## src/rtl/fu_div_iter.sv

```systemverilog
// Iterative radix-2 restoring divider for RV32M DIV/DIVU/REM/REMU, one quotient bit per cycle.
// Optional build macro DIV_FAST_PATH_EN: skip iteration when the divisor is zero or exceeds the dividend.
module fu_div_iter (
    input  logic        clk,
    input  logic        rst,
    input  logic        EN,
    input  logic [1:0]  op,
    input  logic [4:0]  rd,
    input  logic [31:0] rs1_data,
    input  logic [31:0] rs2_data,
    output logic        busy,
    output logic        finish,
    output logic [4:0]  Wt_addr_DIV,
    output logic [31:0] Wt_data_DIV,
    output logic        L_S_DIV
);

    localparam logic [1:0] S_IDLE = 2'd0;
    localparam logic [1:0] S_CALC = 2'd1;
    localparam logic [1:0] S_DONE = 2'd2;

    logic [1:0]  state_q, state_d;
    logic [5:0]  cnt_q, cnt_d;
    logic [31:0] rem_q, rem_d;
    logic [31:0] quo_q, quo_d;
    logic [31:0] div_q, div_d;
    logic [4:0]  rd_q, rd_d;
    logic        rem_sel_q, rem_sel_d;
    logic        qneg_q, qneg_d;
    logic        rneg_q, rneg_d;
    logic        divz_q, divz_d;

    logic        a_neg, b_neg;
    logic [31:0] a_mag, b_mag;
    logic [32:0] trial;
    logic [31:0] result;

    function automatic logic [31:0] magnitude(input logic [31:0] val, input logic neg);
        return neg ? (~val + 32'd1) : val;
    endfunction

    function automatic logic [31:0] apply_sign(input logic [31:0] val, input logic neg);
        return neg ? (~val + 32'd1) : val;
    endfunction

    always_comb begin
        state_d   = state_q;
        cnt_d     = cnt_q;
        rem_d     = rem_q;
        quo_d     = quo_q;
        div_d     = div_q;
        rd_d      = rd_q;
        rem_sel_d = rem_sel_q;
        qneg_d    = qneg_q;
        rneg_d    = rneg_q;
        divz_d    = divz_q;

        a_neg = ~op[0] & rs1_data[31];
        b_neg = ~op[0] & rs2_data[31];
        a_mag = magnitude(rs1_data, a_neg);
        b_mag = magnitude(rs2_data, b_neg);
        // Shift the next dividend bit into rem and trial-subtract in one 33-bit step
        trial = {rem_q, quo_q[31]} - {1'b0, div_q};

        case (state_q)
            S_IDLE: begin
                if (EN) begin
                    rd_d      = rd;
                    rem_sel_d = op[1];
                    qneg_d    = a_neg ^ b_neg;
                    rneg_d    = a_neg;
                    divz_d    = (b_mag == 32'd0);
                    div_d     = b_mag;
                    rem_d     = 32'd0;
                    quo_d     = a_mag;
                    cnt_d     = 6'd0;
                    state_d   = S_CALC;
`ifdef DIV_FAST_PATH_EN
                    if (b_mag == 32'd0) begin
                        quo_d   = 32'hFFFF_FFFF;
                        rem_d   = a_mag;
                        state_d = S_DONE;
                    end else if (a_mag < b_mag) begin
                        quo_d   = 32'd0;
                        rem_d   = a_mag;
                        state_d = S_DONE;
                    end
`endif
                end
            end
            S_CALC: begin
                if (!trial[32]) begin
                    rem_d = trial[31:0];
                    quo_d = {quo_q[30:0], 1'b1};
                end else begin
                    rem_d = {rem_q[30:0], quo_q[31]};
                    quo_d = {quo_q[30:0], 1'b0};
                end
                cnt_d = cnt_q + 6'd1;
                if (cnt_q == 6'd31) begin
                    cnt_d   = 6'd0;
                    state_d = S_DONE;
                end
            end
            S_DONE: begin
                state_d = S_IDLE;
            end
            default: begin
                state_d = S_IDLE;
            end
        endcase
    end

    always_ff @(posedge clk) begin
        if (rst) begin
            state_q <= S_IDLE;
            cnt_q   <= 6'd0;
        end else begin
            state_q <= state_d;
            cnt_q   <= cnt_d;
        end
    end

    always_ff @(posedge clk) begin
        rem_q     <= rem_d;
        quo_q     <= quo_d;
        div_q     <= div_d;
        rd_q      <= rd_d;
        rem_sel_q <= rem_sel_d;
        qneg_q    <= qneg_d;
        rneg_q    <= rneg_d;
        divz_q    <= divz_d;
    end

    // With a zero divisor rem holds |dividend|, so restoring the dividend sign returns it unmodified
    always_comb begin
        if (rem_sel_q) begin
            result = apply_sign(rem_q, rneg_q);
        end else if (divz_q) begin
            result = quo_q;
        end else begin
            result = apply_sign(quo_q, qneg_q);
        end
    end

    assign busy        = (state_q != S_IDLE);
    assign finish      = (state_q == S_DONE);
    assign Wt_addr_DIV = finish ? rd_q : 5'd0;
    assign Wt_data_DIV = finish ? result : 32'd0;
    assign L_S_DIV     = finish & (rd_q != 5'd0);

endmodule

```

## config.mk

```make
export PLATFORM = sky130hd
export DESIGN_NAME = fu_div_iter
export DESIGN_NICKNAME = d
export VERILOG_FILES = /design/src/rtl/fu_div_iter.sv
export SDC_FILE = /design/constraint.sdc
export NUM_CORES = 1
export LEC_CHECK = 0
export ABC_CLOCK_PERIOD_IN_PS = 4000
export BUFFER_PORTS_ARGS = -buffer_cell sky130_fd_sc_hd__buf_4
export CAP_MARGIN = 10
export CORE_MARGIN = 4
export CORE_UTILIZATION = 41
export DETAILED_ROUTE_END_ITERATION = 8
export HOLD_SLACK_MARGIN = 0.02
export PLACE_DENSITY = 0.59
export SYNTH_ARGS = -nofsm -noshare
export SYNTH_HDL_FRONTEND = slang
export SYNTH_SLANG_ARGS = --single-unit
```

## constraint.sdc

```tcl
create_clock -name clk -period 4 [get_ports clk]
set_input_delay 0.4 -clock clk [delete_from_list [all_inputs] [get_ports clk]]
set_output_delay 0.4 -clock clk [all_outputs]
set_load 0.02 [all_outputs]
```

After elaboration in Yosys (flattened, before gate mapping)
Cells that the tools add are included.
W data, S select, Z words.
- bits in registers: 113
- bits in latches: 0
- bits in writable memories: 0
- bits in read-only memories: 0
- bits of input ports: 74
- memories: 0
- add/sub/neg operators: 6
- multiply operators: 0
- div/mod/pow operators: 0
- magnitude comparators: 0
- equality and inequality tests: 5
- shift-type cells: 0
- mux-type cells: 20
- bitwise gates (word level): 9
- reduce and logical (&&, ||, !) cells: 8
- operators by type and width (kind ; count):
    $mux W32 ; 10
    $add A32 B1 Y32 const B ; 4
    $not A32 Y32 ; 4
    $pmux W32 S2 ; 2
    $sub A33 B32 Y33 ; 1
    $logic_not A32 Y1 ; 1
    $mux W6 ; 2
    $pmux W6 S2 ; 1
    $add A6 B1 Y6 const B ; 1
    $eq A6 B5 Y1 const B ; 1
    $reduce_and A2 Y1 ; 3
    $mux W5 ; 1
    $reduce_bool A5 Y1 ; 1
    $mux W2 ; 2
    $ne A2 B2 Y1 const B ; 2
    $pmux W2 S2 ; 1
    $reduce_bool A2 Y1 ; 2
    $and A1 B1 Y1 ; 3
    $eq A2 B1 Y1 const B ; 1
    $eq A2 B2 Y1 const B ; 1
    $logic_not A2 Y1 ; 1
    $mux W1 ; 1
    $not A1 Y1 ; 1
    $xor A1 B1 Y1 ; 1

Logic depth before layout (Yosys ltp)
Gate-level depths: netlist (run 1).
- word-level depth: 6
- depth in mapped cells: 14
- depth with buffers taken out: 12

Worst setup path before layout (run 1)
Ideal clock, no wire load.
- kind: reg2out
- from: register rem_q[13]
- to: output port Wt_data_DIV[31]
- arrival: 3083 ps
- required time: 3600 ps
- setup slack: 517 ps
- cell stages (with the launch flop): 9
- path buffers: 0
- cell sequence: edfxtp_1 -> or3_1 -> or4_1 -> or4_1 -> nor4_1 -> nand2_1 -> o31ai_1 -> xor2_1 -> a211oi_1
- word-level cells in the longest chain between the ends: 5
- ends and longest elaborated chain (item ; RTL line ; text):
    start, declared ; 24 ; logic [31:0] rem_q, rem_d;
    start signal, assigned ; 125 ; rem_q <= rem_d;
    $not A32 Y32 ; 43 ; return neg ? (~val + 32'd1) : val;
    $add A32 B1 Y32 ; 43 ;
    $mux W32 ; 43 ;
    $mux W32 ; 137 ; if (rem_sel_q) begin
    $mux W32 ; 149 ; assign Wt_data_DIV = finish ? result : 32'd0;
    end, declared ; 14 ; output logic [31:0] Wt_data_DIV,
No other way between the ends.

Worst setup path in the final report (run 1)
Ends and elaborated chain as after synthesis.

==> out/summary.txt, run 1 <==
EDFF count, synth: 105
Register Area: 3310 um^2
Final instance area: 11000 um^2
Crit end category: primary output
Die area: 25100 um^2
DR pass1 iterations: 5
Arr. time, crit path: 3.44 ns
Pwr Density: 420 nW/um^2
Min Tclk post-route: 3.84 ns
Number of max-cap violations: 0
Worst hold-check path type: in -> reg
Syn_area_per_cell: 8.53 um^2
Layout cell share with drive strength beyond 1: 14.6%
DPL Wire Length: 18800 um
PortBufs: 113
Most common cell after layout, fill and taps aside: buf_4
DR iter-0 viols: 446
Post-synthesis cell type count: 54
CTS clk-pin slew, worst paths: 0.06 ns
Worst slew pin tran: 0.907 ns
Setup_tns: 0 ns
Worst relative slew slack: 39.5%
Pin count of the biggest net entering global routing: 57
CTS Sinks: 113
Post-synthesis async set-or-reset flop share: 0%
CTS HTree Levels: 4
Slew Limit Fails: 0
Global Route Usage Sum: 19.3%
Via density: 5.46
Post-Syn Nets: 1199
Initial core utilization: 42.1%
Core Area: 22000 um^2
Max Fanout on Critical Path: 5
Vias: 8073
CTS tree: yes
Ant diodes: 0
Worst Setup SP: rem_q[13]$_SDFFCE_PN0P_
Setup violations, final: 0
Area of the multi-input gates: 5580 um^2
Vias in the first global route: 7796
Row cnt: 54
Final Hold Violating Endpoints: 0
Clock Skew: 0.0138 ns
Post-Syn Area: 9260 um^2
Share of Yosys cell area claimed by the top area cell type: 34.0%
Die width: 158 um
Period Utilization, post-route: 95.9%
RSZ-0062 raised after global routing: false
Type of origin of the critical path: flop
Synth area leader: edfxtp_1
Worst skew pair latency: 0.42 ns
First-pass GRT wire length: 38800 um
Die span in y: 158 um
Area contributors post-synth: edfxtp_1 34%, xor2_1 7.3%, xnor2_1 6.4%, ha_1 5.1%, o21ai_0 5.1%
Crit Path Class: reg -> out
Seq/Total Area, Yosys: 35.8%
Most frequent cells in the layout: 131 x buf_4, 121 x nor2_1, 105 x edfxtp_1
Static Leak: 4.47 nW
Number of buffers created by CTS: 17
Initial antenna violation count: 0
GP Congestion: 0.900
Hold buffer count at CTS: 0
Area grow syn2layout: 19.2%
FILL cells: 2136
Grt ovf: 0
HP Start: rd[2]
DRC: 0
Main synth FF type: edfxtp_1
Status: finished clean
Final #Nets: 1298
Seq cells post-synth: 113
Placed Area: 10400 um^2
WP data required: 3.60 ns
Syn Inst Count: 1086
DRT antenna net count: 0
Clock Tree Root: clkbuf_16
Final WL: 24200 um
Clock buffer depth: 2
Number of synthesis warnings: 0
Routed wire per std cell: 16.3 um
Reg2reg start: quo_q[31]$_DFFE_PP_
I/O pin cnt: 114
Max VDD drop: 0.257 mV
Fmax: 261 MHz
[metrics by stage]
stage	worst slack [ns]	power, mW	hold WS, ns	utilization, %	std cells
2_1_floorplan	0.517	2.72	0.460	-	1086
3_3_place_gp	0.295	3.13	0.474	47.3	1444
3_5_place_dp	0.259	3.13	0.483	47.3	1444
4_1_cts	0.0111	4.66	0.143	50.0	1476
5_1_grt	0.00244	4.92	0.137	50.1	1478
6_report	0.164	4.64	0.161	50.1	1478
[worst paths after layout]
check                           slack [ns]                      to  depth (start not counted)
worst max-delay path                  0.16         Wt_data_DIV[31]                          9
worst min-delay path                  0.16       rd_q[2]$_DFFE_PP_                          1
worst min register to register        0.50   cnt_q[1]$_SDFFE_PP0P_                          2
worst max register to register        0.51  rem_q[1]$_SDFFCE_PN0P_                         13
[registers in the layout (all words and copies together) (netlist names)]
name / cells
cnt_q: 6
div_q: 32
divz_q: 1
qneg_q: 1
quo_q: 32
rd_q: 5
rem_q: 32
rem_sel_q: 1
rneg_q: 1
state_q: 2
[synthesized netlist by cell type, types with 14 or more instances]
master and count:
a21oi_1 81, or3_1 15, mux2i_1 23, edfxtp_1 105, a21o_1 18, a211oi_1 24, nor4_1 19, o21ai_0 95
nor2_1 121, ha_1 38, nand2_1 93, clkbuf_1 46, o31ai_1 22, nand2b_1 17, inv_1 58, a31oi_1 14
nor3_1 15, xor2_1 77, xnor2_1 68, or4_1 14
[repair_timing]
item                       in CTS  in global routing
setup endpoints to repair       1                  8
gates resized for setup         2                  3
setup buffers                   0                  2
[area by class of cell]
type                       instances  area share (%)
multi-input combinational        863            50.5
timing repair buffer             132            9.09
sequential                       113            30.0
tap                              280            3.17
clock buffer                      19            3.92
clock inverter                    13            1.30
inverter                          58            1.97
[cells by family after synthesis]
kind of cell	synth area share, %
XOR/XNOR	13.7
AO/OA/AOI/OAI	19.8
flip-flops	35.8
AND/OR/NAND/NOR	18.2
adder cells (fa/ha/maj)	5.35
multiplexers	2.73
buffers and inverters	4.48
[metal layers]
layer / track usage (%) / vias up / routed length, um
met5: 0 / - / 0
met4: 6.26 / 0 / 611
met3: 3.70 / 37 / 941
met2: 33.0 / 160 / 11800
met1: 24.8 / 3741 / 10800
li1: - / 4135 / -
[report_power, final]
part | leakage (nW) | switching, mW | internal, mW
combinational | 3.08 | 0.818 | 0.638
clock | 0.277 | 0.552 | 0.966
sequential | 1.11 | 0.177 | 1.49
[worst max-delay path, cell delays in order, from the launching register on]
cell and delay, ns:
edfxtp_1 0.43, or3_1 0.44, or4_1 0.48, or4_4 0.48, nor4_4 0.18, nand2_2 0.13
o31ai_1 0.26, xor2_1 0.13, a211oi_2 0.29, buf_4 0.19
Note: power is estimated with default switching activity, not from simulation.
==> run 2: changes to the inputs <==
--- a/config.mk
+++ b/config.mk
@@ -5,7 +5,7 @@
 export SDC_FILE = /design/constraint.sdc
 export NUM_CORES = 1
 export LEC_CHECK = 0
-export ABC_CLOCK_PERIOD_IN_PS = 4000
+export ABC_CLOCK_PERIOD_IN_PS = 4300
 export BUFFER_PORTS_ARGS = -buffer_cell sky130_fd_sc_hd__buf_4
 export CAP_MARGIN = 10
 export CORE_MARGIN = 4
==> constraint.sdc (replaced) <==
create_clock -name clk -period 4.3 [get_ports clk]
set_input_delay 0.43 -clock clk [delete_from_list [all_inputs] [get_ports clk]]
set_output_delay 0.43 -clock clk [all_outputs]
set_load 0.02 [all_outputs]
==> run 2 against run 1 <==
Effect of this change: critical path depth stayed put; clock power hardly changed; clock skew is 0.0033 ns lower; power is 4.7% lower; cell area hardly changed; first-iteration DRC count is 2.2% lower; setup slack better by 0.17 ns; via count is 1.0% higher; register-to-register slack better by 0.17 ns; die area stayed put; routed wire length is 0.14% higher; highest routed layer unchanged.
==> out/summary.txt, run 2 (synthesis gave the netlist of run 1 again) <==
Status: finished clean (unchanged)
R2r setup slk: 0.68 ns (was 0.51 ns)
Global Route Usage Sum: 19.3% (about the same)
Slew Limit Fails: 0 (unchanged)
Setup_tns: 0 ns (unchanged)
Post-layout util: 50.1% (about the same)
Static Leak: 4.46 nW (was 4.47 nW)
CTS tree: yes (unchanged)
Met1 Track Usage GR: 25.3% (was 24.8%)
Ant diodes: 0 (unchanged)
Period Utilization, post-route: 92.3%
Area grow syn2layout: 19.2% (about the same)
Final #Nets: 1294 (was 1298)
CTS HTree Levels: 4 (unchanged)
Worst r2r dst: rem_q[15]$_SDFFCE_PN0P_ (was rem_q[1]$_SDFFCE_PN0P_)
Worst Hold Depth: 1 (unchanged)
Fmax: 252 MHz
Worst hold-check path type: in -> reg (unchanged)
Worst slew pin tran: 0.965 ns (was 0.907 ns)
Clock Tree Root: clkbuf_16 (unchanged)
Number of max-cap violations: 0 (unchanged)
DR pass1 iterations: 5 (unchanged)
GP Congestion: 0.917 (was 0.900)
Worst skew pair latency: 0.42 ns (about the same)
FILL cells: 2115 (was 2136)
Die span in y: 158 um (unchanged)
CTS Sinks: 113 (unchanged)
Arr. time, crit path: 3.54 ns (was 3.44 ns)
Post-CTS resize count: 0 (was 2)
Most frequent cells in the layout: 128 x buf_4, 121 x nor2_1, 105 x edfxtp_1 (was 131 x buf_4, 121 x nor2_1, 105 x edfxtp_1)
Core Area: 22000 um^2 (unchanged)
CTS clk-pin slew, worst paths: 0.06 ns (about the same)
Number of buffers created by CTS: 17 (unchanged)
First-pass GRT wire length: 38700 um (was 38800 um)
Most crowded layer after global routing: met2 (unchanged)
DPL Wire Length: 18700 um (was 18800 um)
Reg2reg start: quo_q[31]$_DFFE_PP_ (unchanged)
Clock buffer depth: 2 (unchanged)
Min Tclk post-route: 3.97 ns
Initial antenna violation count: 0 (unchanged)
Crit end category: primary output (unchanged)
Worst relative slew slack: 35.5% (was 39.5%)
HP Start: rd[2] (unchanged)
Pwr Total: 4.42 mW (was 4.64 mW)
I/O pin cnt: 114 (unchanged)
DRT antenna net count: 0 (unchanged)
Via density: 5.53 (was 5.46)
Final WL: 24200 um (about the same)
Routed wire per std cell: 16.4 um (was 16.3 um)
RSZ-0062 raised after global routing: false (unchanged)
Pwr Density: 400 nW/um^2 (was 420 nW/um^2)
Setup violations, final: 0 (unchanged)
Crit Path Class: reg -> out (unchanged)
Hold buffer count at CTS: 0 (unchanged)
Die area: 25100 um^2 (unchanged)
Pin count of the biggest net entering global routing: 64 (was 57)
Met3 GRT Util: 3.91% (was 3.70%)
Hold endpoint: rd_q[2]$_DFFE_PP_ (unchanged)
Die width: 158 um (unchanged)
Final Hold Violating Endpoints: 0 (unchanged)
Grt ovf: 0 (unchanged)
Final setup margin: 0.331 ns (was 0.164 ns)
Pre-CTS worst setup slack: 0.598 ns (was 0.259 ns)
Type of origin of the critical path: flop (unchanged)
DR iter-0 viols: 436 (was 446)
WP data required: 3.87 ns (was 3.60 ns)
Most common cell after layout, fill and taps aside: buf_4 (unchanged)
Top flop regs: div_q x32, quo_q x32, rem_q x32 (unchanged)
Layout cell share with drive strength beyond 1: 14.7% (was 14.6%)
Post-CTS Setup Bufs: 0 (unchanged)
Max VDD drop: 0.277 mV (was 0.257 mV)
Vias: 8155 (was 8073)
Clock Skew: 0.0105 ns (was 0.0138 ns)
Initial core utilization: 42.1% (unchanged)
DRC: 0 (unchanged)
Met2 Usage GRT: 33.1% (was 33.0%)
Vias in the first global route: 7634 (was 7796)
PortBufs: 113 (unchanged)
Row cnt: 54 (unchanged)
Worst r2r path cells: 12 (was 13)
Max Fanout on Critical Path: 5 (unchanged)
run 2: stage by stage:
step / hold WS, ns / cell area, um^2 / instances
CTS: 0.172 / 11000 / 1474
floorplan: 0.460 / 9260 / 1086
finish: 0.189 / 11000 / 1474
detailed placement: 0.480 / 10400 / 1442
global route: 0.167 / 11000 / 1474
global placement: 0.477 / 10400 / 1442
run 2: worst max-delay path by stage:
stage                       startpoint         endpoint  slack (ns)  cells after the start
6_report       rem_q[12]$_SDFFCE_PN0P_  Wt_data_DIV[31]        0.33                      9
2_1_floorplan  rem_q[13]$_SDFFCE_PN0P_  Wt_data_DIV[31]        0.79                      8
5_1_grt        rem_q[12]$_SDFFCE_PN0P_  Wt_data_DIV[31]        0.08                      9
3_3_place_gp   rem_q[12]$_SDFFCE_PN0P_  Wt_data_DIV[31]        0.59                      9
4_1_cts        rem_q[13]$_SDFFCE_PN0P_  Wt_data_DIV[31]        0.11                      9
3_5_place_dp   rem_q[13]$_SDFFCE_PN0P_  Wt_data_DIV[31]        0.60                      9
run 2: area by class of cell:
type	count	area, um^2	share of cell area [%]
repair buffers	128	961	8.70
clock inverters	13	185	1.68
inverters	58	218	1.97
multi-input cells	863	5560	50.4
flip-flops and latches	113	3310	30.0
well taps	280	350	3.17
clock buffers	19	453	4.10
run 2: power by group:
group / switching (mW) / internal [mW] / leakage, nW
combinational: 0.765 / 0.586 / 3.05
clock: 0.526 / 0.999 / 0.297
sequential: 0.161 / 1.38 / 1.11
total: 1.45 / 2.97 / 4.46
run 2: worst max-delay path: stages (launching register included):
cell      delay [ns]
edfxtp_1        0.45
or3_1           0.43
or4_1           0.48
or4_1           0.50
nor4_2          0.20
nand2_1         0.18
o31ai_1         0.28
xor2_1          0.13
a211oi_2        0.29
buf_4           0.19
run 2: metal layers:
layer	wire length, um	up-vias	share of wire, %
li1	-	4119	-
met1	10900	3862	45
met2	12000	157	49
met3	1000	17	4.1
met4	295	0	1.2
met5	0	-	0
==> run 3: changes to the inputs <==
==> constraint.sdc (replaced) <==
create_clock -name clk -period 4.3 [get_ports clk]
set_input_delay 0.43 -clock clk [delete_from_list [all_inputs] [get_ports clk]]
set_output_delay 0.43 -clock clk [all_outputs]
set_load 0.005 [all_outputs]
==> run 3 against run 2 <==
Effect of this change: core utilization is 0.27 points lower; combinational power hardly changed; hold slack worse by 0.0047 ns; die area stayed put; first-iteration DRC count is 24% higher; clock skew is 0.0019 ns lower; critical path type unchanged.
==> out/summary.txt, run 3 (synthesis gave the netlist of run 1 again) <==
WP data required: 3.87 ns (about the same)
Number of max-cap violations: 0 (unchanged)
DRC: 0 (unchanged)
DR iter-0 viols: 540 (was 436)
Crit path largest cell delay: 0.50 ns (about the same)
Min Tclk post-route: 4.07 ns (was 3.97 ns)
Int Pwr: 2.85 mW (was 2.97 mW)
Hold buffer count at CTS: 0 (unchanged)
Final #Nets: 1295 (was 1294)
Crit end category: primary output (unchanged)
Pwr Density: 391 nW/um^2 (was 400 nW/um^2)
Top cell by count, worst path: or4_1 (unchanged)
Setup violations, final: 0 (unchanged)
Max Fanout on Critical Path: 6 (was 5)
Die span in y: 158 um (unchanged)
CTS tree: yes (unchanged)
Placed cell count: 1443 (was 1442)
Type of origin of the critical path: flop (unchanged)
Max VDD drop: 0.290 mV (was 0.277 mV)
WP buf/inv: 1 (unchanged)
Row cnt: 54 (unchanged)
CTS HTree Levels: 4 (unchanged)
Fmax: 246 MHz (was 252 MHz)
Initial core utilization: 42.1% (unchanged)
Finished Layout Cells: 1475 (was 1474)
DRT antenna net count: 0 (unchanged)
Crit-path cells: or3_1 -> or4_1 -> or4_1 -> nor4_1 -> nand2_1 -> o31ai_2 -> xor2_1 -> a211oi_2 -> buf_4 (was or3_1 -> or4_1 -> or4_1 -> nor4_2 -> nand2_1 -> o31ai_1 -> xor2_1 -> a211oi_2 -> buf_4)
Vias in the first global route: 7632 (was 7634)
Layout cell share with drive strength beyond 1: 14.6% (was 14.7%)
Clock Skew: 0.00862 ns (was 0.0105 ns)
Number of buffers created by CTS: 17 (unchanged)
Worst relative slew slack: 35.0% (was 35.5%)
R2r setup slk: 0.68 ns (about the same)
Max stage delay cell, worst path: or4_1 (unchanged)
RSZ-0062 raised after global routing: false (unchanged)
Worst Setup SP: rem_q[11]$_SDFFCE_PN0P_ (was rem_q[12]$_SDFFCE_PN0P_)
I/O pin cnt: 114 (unchanged)
Period Utilization, post-route: 94.5% (was 92.3%)
Arr. time, crit path: 3.64 ns (was 3.54 ns)
First-pass GRT wire length: 38700 um (about the same)
Most frequent cells in the layout: 129 x buf_4, 121 x nor2_1, 105 x edfxtp_1 (was 128 x buf_4, 121 x nor2_1, 105 x edfxtp_1)
Routed wire per std cell: 16.5 um (was 16.4 um)
Final Hold Violating Endpoints: 0 (unchanged)
Global Route Usage Sum: 19.4% (was 19.3%)
DR pass1 iterations: 5 (unchanged)
Initial antenna violation count: 0 (unchanged)
PortBufs: 113 (unchanged)
Grt ovf: 0 (unchanged)
Cell family with most CP delay: simple AND/OR/NAND/NOR gates (unchanged)
FILL cells: 2180 (was 2115)
Clock Tree Root: clkbuf_16 (unchanged)
Die width: 158 um (unchanged)
Die area: 25100 um^2 (unchanged)
Sequential fraction of design power: 36.0% (was 34.9%)
CTS Sinks: 113 (unchanged)
DPL Wire Length: 18700 um (about the same)
Slew Limit Fails: 0 (unchanged)
Combinational fraction of design power: 31.5% (was 30.6%)
Ant diodes: 0 (unchanged)
Worst skew pair latency: 0.42 ns (about the same)
Final WL: 24400 um (was 24200 um)
Switching share of power: 33.8% (was 32.8%)
HP Start: rd[4] (was rd[2])
Area grow syn2layout: 18.6% (was 19.2%)
GP Congestion: 0.914 (was 0.917)
CTS clk-pin slew, worst paths: 0.06 ns (about the same)
Vias: 8129 (was 8155)
Top flop regs: div_q x32, quo_q x32, rem_q x32 (unchanged)
Worst hold-check path type: in -> reg (unchanged)
Worst slew pin tran: 0.972 ns (was 0.965 ns)
Switching power: 1.45 mW (about the same)
Reg2reg start: quo_q[31]$_DFFE_PP_ (unchanged)
Via density: 5.51 (was 5.53)
Setup_tns: 0 ns (unchanged)
Clk network pwr share: 32.6% (was 34.5%)
Core Area: 22000 um^2 (unchanged)
Static Leak: 4.45 nW (was 4.46 nW)
Status: finished clean (unchanged)
Most common cell after layout, fill and taps aside: buf_4 (unchanged)
Crit Path Class: reg -> out (unchanged)
Pin count of the biggest net entering global routing: 64 (unchanged)
Clock buffer depth: 2 (unchanged)
Post-layout util: 49.9% (was 50.1%)
-- run 3: stage by stage --
stage / hold WS [ns] / worst slack (ns) / instance area [um^2] / total power [mW]
2_1_floorplan: 0.460 / 0.954 / 9260 / 2.53
3_3_place_gp: 0.479 / 0.597 / 10400 / 2.90
3_5_place_dp: 0.477 / 0.560 / 10400 / 2.91
4_1_cts: 0.167 / 0.0782 / 11000 / 4.32
5_1_grt: 0.165 / 0.0351 / 11000 / 4.55
6_report: 0.185 / 0.235 / 11000 / 4.30
-- run 3: routing by layer --
metal / routed length (um) / global-route usage (%) / vias up
met2: 11900 / 32.3 / 177
met1: 10900 / 25.2 / 3797
met3: 1030 / 3.70 / 32
met5: 0 / 0 / -
li1: - / - / 4123
met4: 583 / 6.82 / 0
-- run 3: power by group through the flow --
stage	Sequential (mW)	Clock, mW	Combinational (mW)
floorplan	1.51	0	1.03
global placement	1.57	0	1.34
CTS	1.55	1.42	1.35
global route	1.57	1.47	1.51
finish	1.55	1.40	1.35
detailed placement	1.57	0	1.34
-- run 3: what timing repair did --
| action | CTS | global route |
|---|---|---|
| hold endpoints to repair | 0 | 0 |
| resized for setup | 0 | 2 |
| setup endpoints to repair | 0 | 1 |
| buffers inserted | 0 | 0 |
-- run 3: cell type report --
type	count	area, um^2	area share, %
clock buffers	21	460	4.19
clock inverters	11	113	1.03
repair buffers	129	968	8.82
well taps	280	350	3.19
multi-input cells	863	5560	50.6
flip-flops and latches	113	3310	30.2
inverters	58	218	1.98
-- run 3: worst paths after layout --
| kind | end | depth (start not counted) |
|---|---|---|
| hold / removal | rd_q[4]$_DFFE_PP_ | 1 |
| setup reg to reg | rem_q[1]$_SDFFCE_PN0P_ | 13 |
| hold reg to reg | cnt_q[1]$_SDFFE_PP0P_ | 2 |
| setup / recovery | Wt_data_DIV[31] | 9 |
